$ cat src/rtl/rtmc_pkg.sv
// Shared frame layout, timeout fill value and bus FSM state type for the
// motor-controller SPI bridge.
package rtmc_pkg;

  localparam int FRAME_BITS  = 32;
  localparam int HALF_BITS   = FRAME_BITS / 2;
  localparam int RW_BIT      = 31;
  localparam int CLR_ERR_BIT = 30;
  localparam int ADDR_MSB    = 23;
  localparam int ADDR_LSB    = 16;

  localparam logic [15:0] TIMEOUT_FILL = 16'hFFFF;

  typedef enum logic [1:0] {
    BUS_IDLE = 2'd0,
    BUS_REQ  = 2'd1,
    BUS_WAIT = 2'd2
  } bus_state_t;

endpackage

$ cat src/rtl/rtmc_sync.sv
// Two-flop synchronizer with a selectable reset value per bit.
module rtmc_sync #(
  parameter int             W       = 1,
  parameter logic [W-1:0]   RST_VAL = '0
) (
  input  logic         clk,
  input  logic         rst_n,
  input  logic [W-1:0] d,
  output logic [W-1:0] q
);

  logic [W-1:0] meta;

  always_ff @(posedge clk or negedge rst_n) begin
    if (!rst_n) begin
      meta <= RST_VAL;
      q    <= RST_VAL;
    end else begin
      meta <= d;
      q    <= meta;
    end
  end

endmodule

$ cat src/rtl/rtmc_spi_bridge.sv
// SPI mode-0 target that turns 32-bit host frames into single register-bus
// accesses; read data returns in the second half of the same frame.
module rtmc_spi_bridge
  import rtmc_pkg::*;
#(
  parameter int ADDR_W      = 8,
  parameter int DATA_W      = 16,
  parameter int ACK_TIMEOUT = 15
) (
  input  logic              clk,
  input  logic              rst_n,
  input  logic              spi_sclk,
  input  logic              spi_cs_n,
  input  logic              spi_mosi,
  output logic              spi_miso,
  output logic              spi_miso_oe,
  output logic [ADDR_W-1:0] reg_addr,
  output logic [DATA_W-1:0] reg_wdat,
  output logic              reg_wr,
  output logic              reg_rd,
  input  logic [DATA_W-1:0] reg_rdat,
  input  logic              reg_ack,
  output logic              err,
  output logic              busy
);

  localparam int TW = $clog2(ACK_TIMEOUT + 1);

  logic sclk_s, cs_n_s, mosi_s, sclk_q;
  logic sclk_rise, sclk_fall, cs_act;

  rtmc_sync #(.W(1), .RST_VAL(1'b0)) u_sync_sclk (
    .clk(clk), .rst_n(rst_n), .d(spi_sclk), .q(sclk_s)
  );
  rtmc_sync #(.W(1), .RST_VAL(1'b1)) u_sync_cs (
    .clk(clk), .rst_n(rst_n), .d(spi_cs_n), .q(cs_n_s)
  );
  rtmc_sync #(.W(1), .RST_VAL(1'b0)) u_sync_mosi (
    .clk(clk), .rst_n(rst_n), .d(spi_mosi), .q(mosi_s)
  );

  always_ff @(posedge clk or negedge rst_n) begin
    if (!rst_n) sclk_q <= 1'b0;
    else        sclk_q <= sclk_s;
  end

  assign sclk_rise   = sclk_s & ~sclk_q;
  assign sclk_fall   = ~sclk_s & sclk_q;
  assign cs_act      = ~cs_n_s;
  assign spi_miso_oe = cs_act;

  // ---------------- frame shifter ----------------
  logic [FRAME_BITS-1:0] shift, shift_nxt;
  logic [5:0]            bit_cnt;
  logic [DATA_W-1:0]     tx, rd_buf;
  logic                  rd_frame;
  logic                  take, hit16, hit32, launch_rd, launch_wr;

  assign shift_nxt = {shift[FRAME_BITS-2:0], mosi_s};
  assign take      = cs_act & sclk_rise & (bit_cnt < 6'(FRAME_BITS));
  assign hit16     = take & (bit_cnt == 6'(HALF_BITS - 1));
  assign hit32     = take & (bit_cnt == 6'(FRAME_BITS - 1));
  // at bit 16 the frame's upper half sits in shift_nxt[15:0]
  assign launch_rd = hit16 & shift_nxt[RW_BIT-HALF_BITS];
  assign launch_wr = hit32 & ~shift_nxt[RW_BIT];

  always_ff @(posedge clk or negedge rst_n) begin
    if (!rst_n) begin
      shift    <= '0;
      bit_cnt  <= '0;
      rd_frame <= 1'b0;
      tx       <= '0;
      spi_miso <= 1'b0;
    end else if (!cs_act) begin
      shift    <= '0;
      bit_cnt  <= '0;
      rd_frame <= 1'b0;
      tx       <= '0;
      spi_miso <= 1'b0;
    end else begin
      if (take) begin
        shift   <= shift_nxt;
        bit_cnt <= bit_cnt + 6'd1;
        if (hit16) rd_frame <= shift_nxt[RW_BIT-HALF_BITS];
      end
      if (sclk_fall) begin
        if (rd_frame && bit_cnt == 6'(HALF_BITS)) begin
          spi_miso <= rd_buf[DATA_W-1];
          tx       <= {rd_buf[DATA_W-2:0], 1'b0};
        end else begin
          spi_miso <= tx[DATA_W-1];
          tx       <= {tx[DATA_W-2:0], 1'b0};
        end
      end
    end
  end

  // ---------------- bus initiator ----------------
  bus_state_t    state;
  logic [TW-1:0] timer;
  logic          pend, pend_rd, cur_rd;

  assign busy = (state != BUS_IDLE);

  always_ff @(posedge clk or negedge rst_n) begin
    if (!rst_n) begin
      state    <= BUS_IDLE;
      timer    <= '0;
      pend     <= 1'b0;
      pend_rd  <= 1'b0;
      cur_rd   <= 1'b0;
      reg_addr <= '0;
      reg_wdat <= '0;
      reg_wr   <= 1'b0;
      reg_rd   <= 1'b0;
      rd_buf   <= '0;
      err      <= 1'b0;
    end else begin
      reg_wr <= 1'b0;
      reg_rd <= 1'b0;
      if (hit16) begin
        reg_addr <= ADDR_W'(shift_nxt[ADDR_MSB-HALF_BITS:ADDR_LSB-HALF_BITS]);
        if (shift_nxt[CLR_ERR_BIT-HALF_BITS]) err <= 1'b0;
      end
      if (launch_wr) reg_wdat <= DATA_W'(shift_nxt[15:0]);

      // single pending slot; a fresh launch wins over the slot being consumed
      if (launch_rd || launch_wr) begin
        pend    <= 1'b1;
        pend_rd <= launch_rd;
      end else if (state == BUS_IDLE && pend) begin
        pend <= 1'b0;
      end

      case (state)
        BUS_IDLE: begin
          if (pend) begin
            state  <= BUS_REQ;
            reg_wr <= ~pend_rd;
            reg_rd <= pend_rd;
            cur_rd <= pend_rd;
          end
        end
        BUS_REQ: begin
          state <= BUS_WAIT;
          timer <= '0;
        end
        BUS_WAIT: begin
          if (reg_ack) begin
            if (cur_rd) rd_buf <= reg_rdat;
            state <= BUS_IDLE;
          end else if (timer == TW'(ACK_TIMEOUT - 1)) begin
            rd_buf <= DATA_W'(TIMEOUT_FILL);
            err    <= 1'b1;
            state  <= BUS_IDLE;
          end else begin
            timer <= timer + TW'(1);
          end
        end
        default: state <= BUS_IDLE;
      endcase
    end
  end

endmodule
$ cat config.mk
export PLATFORM = sky130hd
export DESIGN_NAME = rtmc_spi_bridge
export DESIGN_NICKNAME = d
export VERILOG_FILES = /design/src/rtl/rtmc_pkg.sv /design/src/rtl/rtmc_sync.sv /design/src/rtl/rtmc_spi_bridge.sv
export SDC_FILE = /design/constraint.sdc
export NUM_CORES = 1
export LEC_CHECK = 0
export CORE_MARGIN = 5
export CORE_UTILIZATION = 60
export CTS_BUF_LIST = sky130_fd_sc_hd__clkbuf_4 sky130_fd_sc_hd__clkbuf_8 sky130_fd_sc_hd__clkbuf_16
export DETAILED_ROUTE_END_ITERATION = 7
export GPL_TIMING_DRIVEN = 0
export PLACE_DENSITY = 0.91
export SLEW_MARGIN = 20
export SYNTH_ARGS = -nofsm -noshare
export SYNTH_HDL_FRONTEND = slang
export SYNTH_HIERARCHICAL = 1
export SYNTH_SLANG_ARGS = --single-unit
$ cat constraint.sdc
create_clock -name clk -period 6 [get_ports clk]
set_input_delay 1.2 -clock clk [delete_from_list [all_inputs] [get_ports clk]]
set_output_delay 1.2 -clock clk [all_outputs]
set_load 0.01 [all_outputs]
==> impl_metrics.tcl, run 1 <==
set metrics [dict create \
    start_util_pct 60.86 \
    synth.distinct_cells 40 \
    cp_slowest_cell "clkdlybuf4s50_1" \
    synth_area_um2 4654 \
    crit_arrival_ns 2.19 \
    dpl_cell_area_um2 5321 \
    critPathMaxFanout 10 \
    cp_top_family "buffers and inverters" \
    die_w_um 98.08 \
    cts_tree "done" \
    cts-resized-gates 0 \
    avgSynthCellArea_um2 10.48 \
    die_area_um2 9619 \
    yosys-top-cells-area "dfrtp_1 (60%), nand2_1 (6.6%), mux2_2 (5.8%)" \
    wire_per_inst_um 15.93 \
    num-fill-cells 460 \
    post_cts_buffers 0 \
    synth_area_leader_cell "dfrtp_1" \
    drv_slew 0 \
    diodes 0 \
    cp-end-kind "output port" \
    top_layer "met4" \
    worstMarginPinSlew_ns 0.5694 \
    yosysSeqAreaShare_pct 60.81 \
    met1_length_mm 3.958 \
    cp.required_ns 4.80 \
    synth.top_cell.area_share_pct 59.68 \
    ir_drop_mv 0.2227 \
    post-route-period-util_pct 56.52 \
    final_cells 630 \
    setup_viol 0 \
    antenna_found_initial 0 \
    dr.pass1.iters 5 \
    rsz0062_at_grt "false" \
    layout_min_cycle_time_ns 3.391 \
    grt_usage_pct 22.37 \
    crit_chain "buf_6 > clkinv_1 > clkbuf_1 > clkdlybuf4s50_1" \
    vias 3596 \
    area_growth_pct 27.88 \
    yosys-top-cells-count "dfrtp_1 (111), nand2_1 (82), nor2_1 (35), o21ai_0 (34), clkbuf_1 (26)" \
    clock-root-buffer "clkbuf_8" \
    drc 0 \
    yosys_warnings 6 \
    nets 541 \
    hold_path_class "flip-flop to flip-flop" \
    synth-seq-cells 113 \
    yosysMostFrequentCell "dfrtp_1" \
    path_clk_slew_ns 0.05 \
    synth_ff_type "dfrtp_1" \
    max_cap_violations 0 \
    crit_buf_inv 4 \
    avgViaCountPerCell 5.708 \
    synth_edf_count 0 \
    grt_max_degree 71 \
    core_um2 7647 \
    async_flop_share_pct 100.0 \
    met2_length_mm 5.241 \
    rows 32 \
    final_antenna_net_count 0 \
    fmax_ghz 0.2949 \
    grt_pass1_vias 3761 \
    power_leakage_nw 2.650 \
    grt_overflow 0 \
    dp_cells 598 \
    gp_congestion 0.8664 \
    drt_wl_total_mm 10.04 \
    cts_max_path_buffers 2 \
    port_buffers 51 \
    synth.net_count 470 \
    clk_latency_ns 0.52 \
    skew_ns 0.006540 \
    drtIter0Drc 233 \
    netlist_instances 444 \
    drive_gt1_share_pct 13.07 \
    clkSinkCount 113 \
    hold_violations 0 \
    die_y_um 98.08 \
    slew-limit-headroom_pct 61.94 \
    io_pins 52 \
    powerDensity_nw_per_um2 318.8 \
    cts.hold.buffers_added 0 \
    status "finished, final reports clean" \
    dp_hpwl_mm 6.421 \
    wl_met3_um 552 \
    crit_type "flip-flop to output port" \
    cp-start-kind "flip-flop" \
    design_area_um2 5952 \
    grt_first_pass_wirelength_mm 17.19 \
    cts_buffers 17 \
    slowest_delay_ns 0.54 \
    ctsHtreeMaxLevel 4 \
]
-- final cells by class --
class | count | area [um2] | area share (%)
buffer | 32 | 131.4 | 2.207
inverter | 10 | 37.54 | 0.6306
tap | 102 | 127.6 | 2.144
clock buffer | 20 | 442.9 | 7.442
multi-input combinational | 289 | 1655 | 27.81
timing repair buffer | 52 | 539.3 | 9.060
sequential | 113 | 2830 | 47.55
clock inverter | 12 | 187.7 | 3.153
-- through the flow --
| step | hold slack, ns | worst slack, ns | util, % | setup TNS [ns] | total power [mW] |
|---|---|---|---|---|---|
| 2_1_floorplan | 0.3312 | 3.760 | - | 0 | 0.8091 |
| 3_3_place_gp | 0.3359 | -0.2845 | 69.21 | -30.89 | 0.8446 |
| 3_5_place_dp | 0.3364 | 3.113 | 69.58 | 0 | 0.8497 |
| 4_1_cts | 0.3484 | 2.583 | 77.83 | 0 | 1.908 |
| 5_1_grt | 0.3623 | 2.521 | 77.83 | 0 | 1.957 |
| 6_report | 0.3459 | 2.609 | 77.83 | 0 | 1.897 |
-- routing by layer --
metal | track usage (%) | vias up
met1 | 26.46 | 1774
li1 | - | 1678
met5 | 0 | -
met2 | 38.48 | 117
met4 | 8.839 | 0
met3 | 6.571 | 27
-- state kept, by name, summed over array words and instances (netlist names), 2 cells and up --
name      cells
shift        31
rd_buf       16
reg_wdat     16
tx           15
reg_addr      8
bit_cnt       6
timer         4
state         2
-- path summary, 6_finish.rpt --
kind	depth (start not counted)	from	slack, ns	to
min reg2reg	0	u_sync_mosi/meta	0.35	u_sync_mosi/q
min in group asynchronous	1	rst_n	0.60	reg_wdat[9]
max reg2reg	8	bit_cnt[0]	3.51	tx[13]
min	0	u_sync_mosi/meta	0.35	u_sync_mosi/q
max	4	u_sync_cs/q	2.61	spi_miso_oe
max in group asynchronous	2	rst_n	4.70	u_sync_cs/meta
-- cell families after synthesis --
group	share of synthesized area, %
AO/OA/AOI/OAI	10.70
XOR/XNOR	0.1882
adder cells (fa/ha/maj)	1.075
buffers and inverters	3.629
flip-flops	60.81
multiplexers	6.022
AND/OR/NAND/NOR	17.58
-- cell usage in the layout (no fill, tap or decap), types with 2 or more instances in the layout --
master / count
dfrtp_1: 111
nand2_1: 82
clkdlybuf4s50_1: 50
nor2_1: 35
o21ai_0: 34
clkbuf_1: 26
nand3_1: 24
mux2_2: 24
a21oi_1: 20
o211ai_1: 16
clkbuf_16: 16
nand4_1: 15
inv_1: 9
clkinv_2: 6
o31ai_1: 5
bufinv_16: 5
ha_1: 4
and3_1: 3
buf_2: 3
buf_6: 2
nor3b_1: 2
buf_1: 2
a31o_2: 2
nor2b_1: 2
and2_1: 2
nand2b_1: 2
o2bb2ai_1: 2
clkbuf_8: 2
clkbuf_4: 2
dfstp_2: 2
-- where the power goes --
part,switching (mW),internal [mW],leakage (nW)
sequential,0.00614,0.770,1.55
combinational,0.0386,0.0228,0.790
clock,0.330,0.730,0.315
total,0.374,1.52,2.65
No activity file was read; power rests on OpenSTA's default activity.
==> inputs of run 2 (changes only) <==
CORE_UTILIZATION = 56   (was 60)
PLACE_DENSITY = 0.86   (was 0.91)
clock period = 3.5 ns   (was 6 ns; I/O delays follow)
==> impl_metrics.tcl, run 2 (synthesis gave the netlist of run 1 again) <==
set metrics [dict create \
    top_regs "shift (31), rd_buf (16), reg_wdat (16)" \
    clk_latency_ns 0.52 \
    max_cap_violations 0 \
    post-route-util_pct 71.93 \
    grt_overflow 0 \
    ctsHtreeMaxLevel 4 \
    cp_slowest_cell "clkdlybuf4s50_1" \
    die_y_um 101.2 \
    totalPowerFinal_mw 3.039 \
    worstMarginPinSlew_ns 0.5645 \
    ff2ff_path_depth 8 \
    cts_tree "done" \
    critPathMaxFanout 10 \
    dr.pass1.iters 4 \
    wire_per_inst_um 15.41 \
    cp.required_ns 2.80 \
    start_util_pct 56.93 \
    drc 0 \
    crit_type "flip-flop to output port" \
    area_growth_pct 26.34 \
    die_w_um 101.2 \
    core_um2 8175 \
    regMostFlops "shift" \
    layout_common_cells "dfrtp_1 (111), nand2_1 (82), clkdlybuf4s50_1 (50)" \
    grt_first_pass_wirelength_mm 16.79 \
    combPwrFrac_pct 3.4 \
    switching_power_mw 0.6774 \
    cts_max_path_buffers 2 \
    regToRegEndpoint "tx[9]" \
    slowest_delay_ns 0.54 \
    setup_viol 0 \
    clkSinkCount 113 \
    nets 541 \
    cp.depth 4 \
    cp-start-kind "flip-flop" \
    slew-limit-headroom_pct 62.27 \
    cp_top_family "buffers and inverters" \
    power.share.sequential_pct 43.8 \
    avgViaCountPerCell 5.597 \
    gp_congestion 0.8566 \
    final_common_cell "dfrtp_1" \
    post_cts_buffers 0 \
    drive_gt1_share_pct 12.90 \
    crit_start "u_sync_cs/q" \
    crit_buf_inv 4 \
    setup_ws_ns 0.6256 \
    dp_hpwl_mm 6.433 \
    path_clk_slew_ns 0.06 \
    drtIter0Drc 189 \
    power_leakage_nw 2.601 \
    status "finished, final reports clean" \
    clock-root-buffer "clkbuf_8" \
    grt_pass1_vias 3671 \
    setup_tns_ns 0 \
    hold_path_class "input pin to async pin" \
    rrSetupSlack_ns 1.14 \
    rows 33 \
    internal_power_mw 2.361 \
    cp-end-kind "output port" \
    vias 3537 \
    rsz0062_at_grt "false" \
    grt_max_degree 72 \
    cts_buffers 17 \
    grt_usage_pct 20.68 \
    drv_slew 0 \
    pwr-share-clk_pct 52.8 \
    skew_ns 0.008900 \
    layout_min_cycle_time_ns 2.874 \
    largest_reg_flops 31 \
    powerDensity_nw_per_um2 516.7 \
    ir_drop_mv 0.4289 \
    r2r_start "bit_cnt[0]" \
    crit_chain "buf_6 > clkinv_1 > clkbuf_1 > clkdlybuf4s50_1" \
    cts-resized-gates 0 \
    diodes 0 \
    hold_violations 0 \
    endpoint "spi_miso_oe" \
    final_antenna_net_count 0 \
    port_buffers 51 \
    place_worst_setup_slack_ns 1.125 \
    post-route-period-util_pct 82.12 \
    antenna_found_initial 0 \
    crit_arrival_ns 2.17 \
    die_area_um2 10230 \
    fmax_ghz 0.3479 \
    drt_wl_total_mm 9.739 \
    io_pins 52 \
    cts.hold.buffers_added 0 \
    switching_share_pct 22.29 \
]
run 2: metal layers:
metal,track usage (%),vias up,part of all wire [%]
li1,-,1678,-
met1,24.94,1758,41
met2,36.47,90,53
met3,5.854,11,5.0
met4,5.521,0,1.1
met5,0,-,0
run 2: worst min path at each step:
stage	from	endpoint	slack (ns)
after CTS	rst_n	reg_wdat[10]	0.09
after detailed placement	u_sync_mosi/meta	u_sync_mosi/q	0.35
after global routing	rst_n	shift[8]	0.11
final	rst_n	reg_wdat[10]	0.09
after floorplan	u_sync_mosi/meta	u_sync_mosi/q	0.33
after global placement	u_sync_mosi/meta	u_sync_mosi/q	0.33
run 2: cell type report:
class,instances,area [um2]
Multi-Input combinational cell,289,1655
Fill cell,582,2295
Clock buffer,17,414.1
Tap cell,105,131.4
Timing Repair Buffer,52,539.3
Sequential cell,113,2830
Inverter,10,37.54
Buffer,32,131.4
Clock inverter,14,141.4
run 2: per-stage QoR:
step                      cell area, um2  cells  hold slack, ns
final                               5881    632         0.08850
after global routing                5881    632          0.1053
after CTS                           5881    632         0.08976
after detailed placement            5325    601          0.3456
after global placement              5296    600          0.3349
after floorplan                     4654    444          0.3312
run 2: power by group through the flow:
stage          clock (mW)  combinational (mW)  sequential [mW]
6_report             1.60               0.104             1.33
5_1_grt              1.70               0.118             1.33
4_1_cts              1.63               0.107             1.33
3_5_place_dp            0               0.105             1.35
3_3_place_gp            0              0.0973             1.35
2_1_floorplan           0              0.0381             1.35
==> inputs of run 3 (changes only) <==
CORE_UTILIZATION = 50   (was 56)
PLACE_DENSITY = 0.82   (was 0.86)
clock period = 2.38 ns   (was 3.5 ns; I/O delays follow)
==> impl_metrics.tcl, run 3 (synthesis gave the netlist of run 1 again) <==
set metrics [dict create \
    status "finished, final reports clean" \
    antenna_found_initial 0 \
    start_util_pct 50.85 \
    setup_viol 0 \
    post_cts_buffers 0 \
    nets 542 \
    path_clk_slew_ns 0.06 \
    grt_overflow 0 \
    slew-limit-headroom_pct 64.79 \
    largest_reg_flops 31 \
    cts_max_path_buffers 2 \
    drc 0 \
    top_regs "shift (31), rd_buf (16), reg_wdat (16)" \
    crit_arrival_ns 1.78 \
    final_cells 640 \
    ctsHtreeMaxLevel 4 \
    area_growth_pct 28.49 \
    die_w_um 106.5 \
    ir_drop_mv 0.7292 \
    powerDensity_nw_per_um2 795.0 \
    die_area_um2 11340 \
    vias 3521 \
    dp_hpwl_mm 6.399 \
    power_leakage_nw 2.665 \
    gp_congestion 0.8542 \
    setup_ws_ns 0.1269 \
    io_pins 52 \
    design_area_um2 5981 \
    rows 35 \
    dr.pass1.iters 4 \
    clk_latency_ns 0.52 \
    cts_tree "done" \
    place_worst_setup_slack_ns 0.1032 \
    drv_slew 0 \
    regMostFlops "shift" \
    layout_common_cells "dfrtp_1 (111), nand2_1 (82), clkdlybuf4s50_1 (49)" \
    drive_gt1_share_pct 13.80 \
    hold_path_class "flip-flop to flip-flop" \
    rrSetupSlack_ns 0.18 \
    skew_ns 0.007712 \
    cp.required_ns 1.90 \
    layout_min_cycle_time_ns 2.253 \
    grt_usage_pct 18.57 \
    grt_pass1_vias 3587 \
    core_um2 9153 \
    final_antenna_net_count 0 \
    grt_first_pass_wirelength_mm 16.57 \
    cp-start-kind "flip-flop" \
    port_buffers 51 \
    cp_slowest_cell "dfstp_2" \
    post-route-period-util_pct 94.67 \
    worstMarginPinSlew_ns 0.5264 \
    final_common_cell "dfrtp_1" \
    drtIter0Drc 149 \
    crit_chain "buf_6 > clkinv_2 > clkbuf_4 > dlygate4sd2_1" \
    hold_violations 0 \
    avgViaCountPerCell 5.502 \
    die_y_um 106.5 \
    min-delay-start "u_sync_mosi/meta" \
    dp_cells 607 \
    dpl_cell_area_um2 5333 \
    cp-end-kind "output port" \
    r2r_start "bit_cnt[4]" \
    grt_max_degree 67 \
    diodes 0 \
    fmax_ghz 0.4438 \
    clkSinkCount 113 \
    drt_wl_total_mm 9.585 \
    setup_tns_ns 0 \
    crit_buf_inv 4 \
    crit_start "u_sync_cs/q" \
    clock-root-buffer "clkbuf_8" \
    cp_top_family "buffers and inverters" \
    max_cap_violations 0 \
    crit_type "flip-flop to output port" \
    cts_buffers 17 \
    critPathMaxFanout 10 \
    rsz0062_at_grt "false" \
    slowest_delay_ns 0.52 \
    wire_per_inst_um 14.98 \
]
## run 3: cell types whose count changed in the layout (fill, tap and decap cells not counted), sizes merged
cell	before	now
clkinv	7	10
clkdlybuf4s50	50	49
bufinv	2	4
clkinvlp	4	0
dlygate4sd3	0	1
dlygate4sd2	0	1
## run 3: path summary, 6_finish.rpt
check                                  to  cells past startpoint
max in group asynchronous  u_sync_cs/meta                      3
min in group asynchronous    reg_wdat[10]                      2
min reg2reg                 u_sync_mosi/q                      0
min                         u_sync_mosi/q                      0
max                           spi_miso_oe                      4
max reg2reg                  reg_wdat[15]                      6
## run 3: layer usage
| metal | up-vias | GRT usage, % | wire (um) |
|---|---|---|---|
| li1 | 1678 | - | - |
| met1 | 1732 | 21.73 | 4158 |
| met2 | 100 | 32.13 | 4880 |
| met3 | 11 | 5.647 | 443 |
| met4 | 0 | 7.032 | 103 |
| met5 | - | 0 | 0 |
## run 3: repair_timing
item,in CTS,in global routing
gates resized for setup,4,4
setup endpoints to repair,1,12
endpoints found under the hold margin,47,0
hold buffers,1,0
## run 3: report_power, final
group	leakage (nW)	switching (mW)	total, mW	internal, mW
combinational	0.812	0.0957	0.155	0.0590
clock	0.307	0.934	2.65	1.71
sequential	1.55	0.0152	1.95	1.94
total	2.66	1.04	4.75	3.71
## run 3: area by class of cell
type	count	area, um2
Clock buffer	17	414.1
Inverter	10	38.79
Buffer	32	137.6
Tap cell	111	138.9
Fill cell	717	3172
Sequential cell	113	2830
Timing Repair Buffer	53	548.0
Clock inverter	15	209.0
Multi-Input combinational cell	289	1664
## run 3: per-stage QoR
| step | utilization (%) | total power, mW | hold slack (ns) |
|---|---|---|---|
| after floorplan | - | 2.040 | 0.1804 |
| after global placement | 57.95 | 2.130 | 0.3348 |
| after detailed placement | 58.26 | 2.141 | 0.3457 |
| after CTS | 65.22 | 4.786 | 0.3451 |
| after global routing | 65.35 | 4.906 | 0.3550 |
| final | 65.35 | 4.755 | 0.3504 |
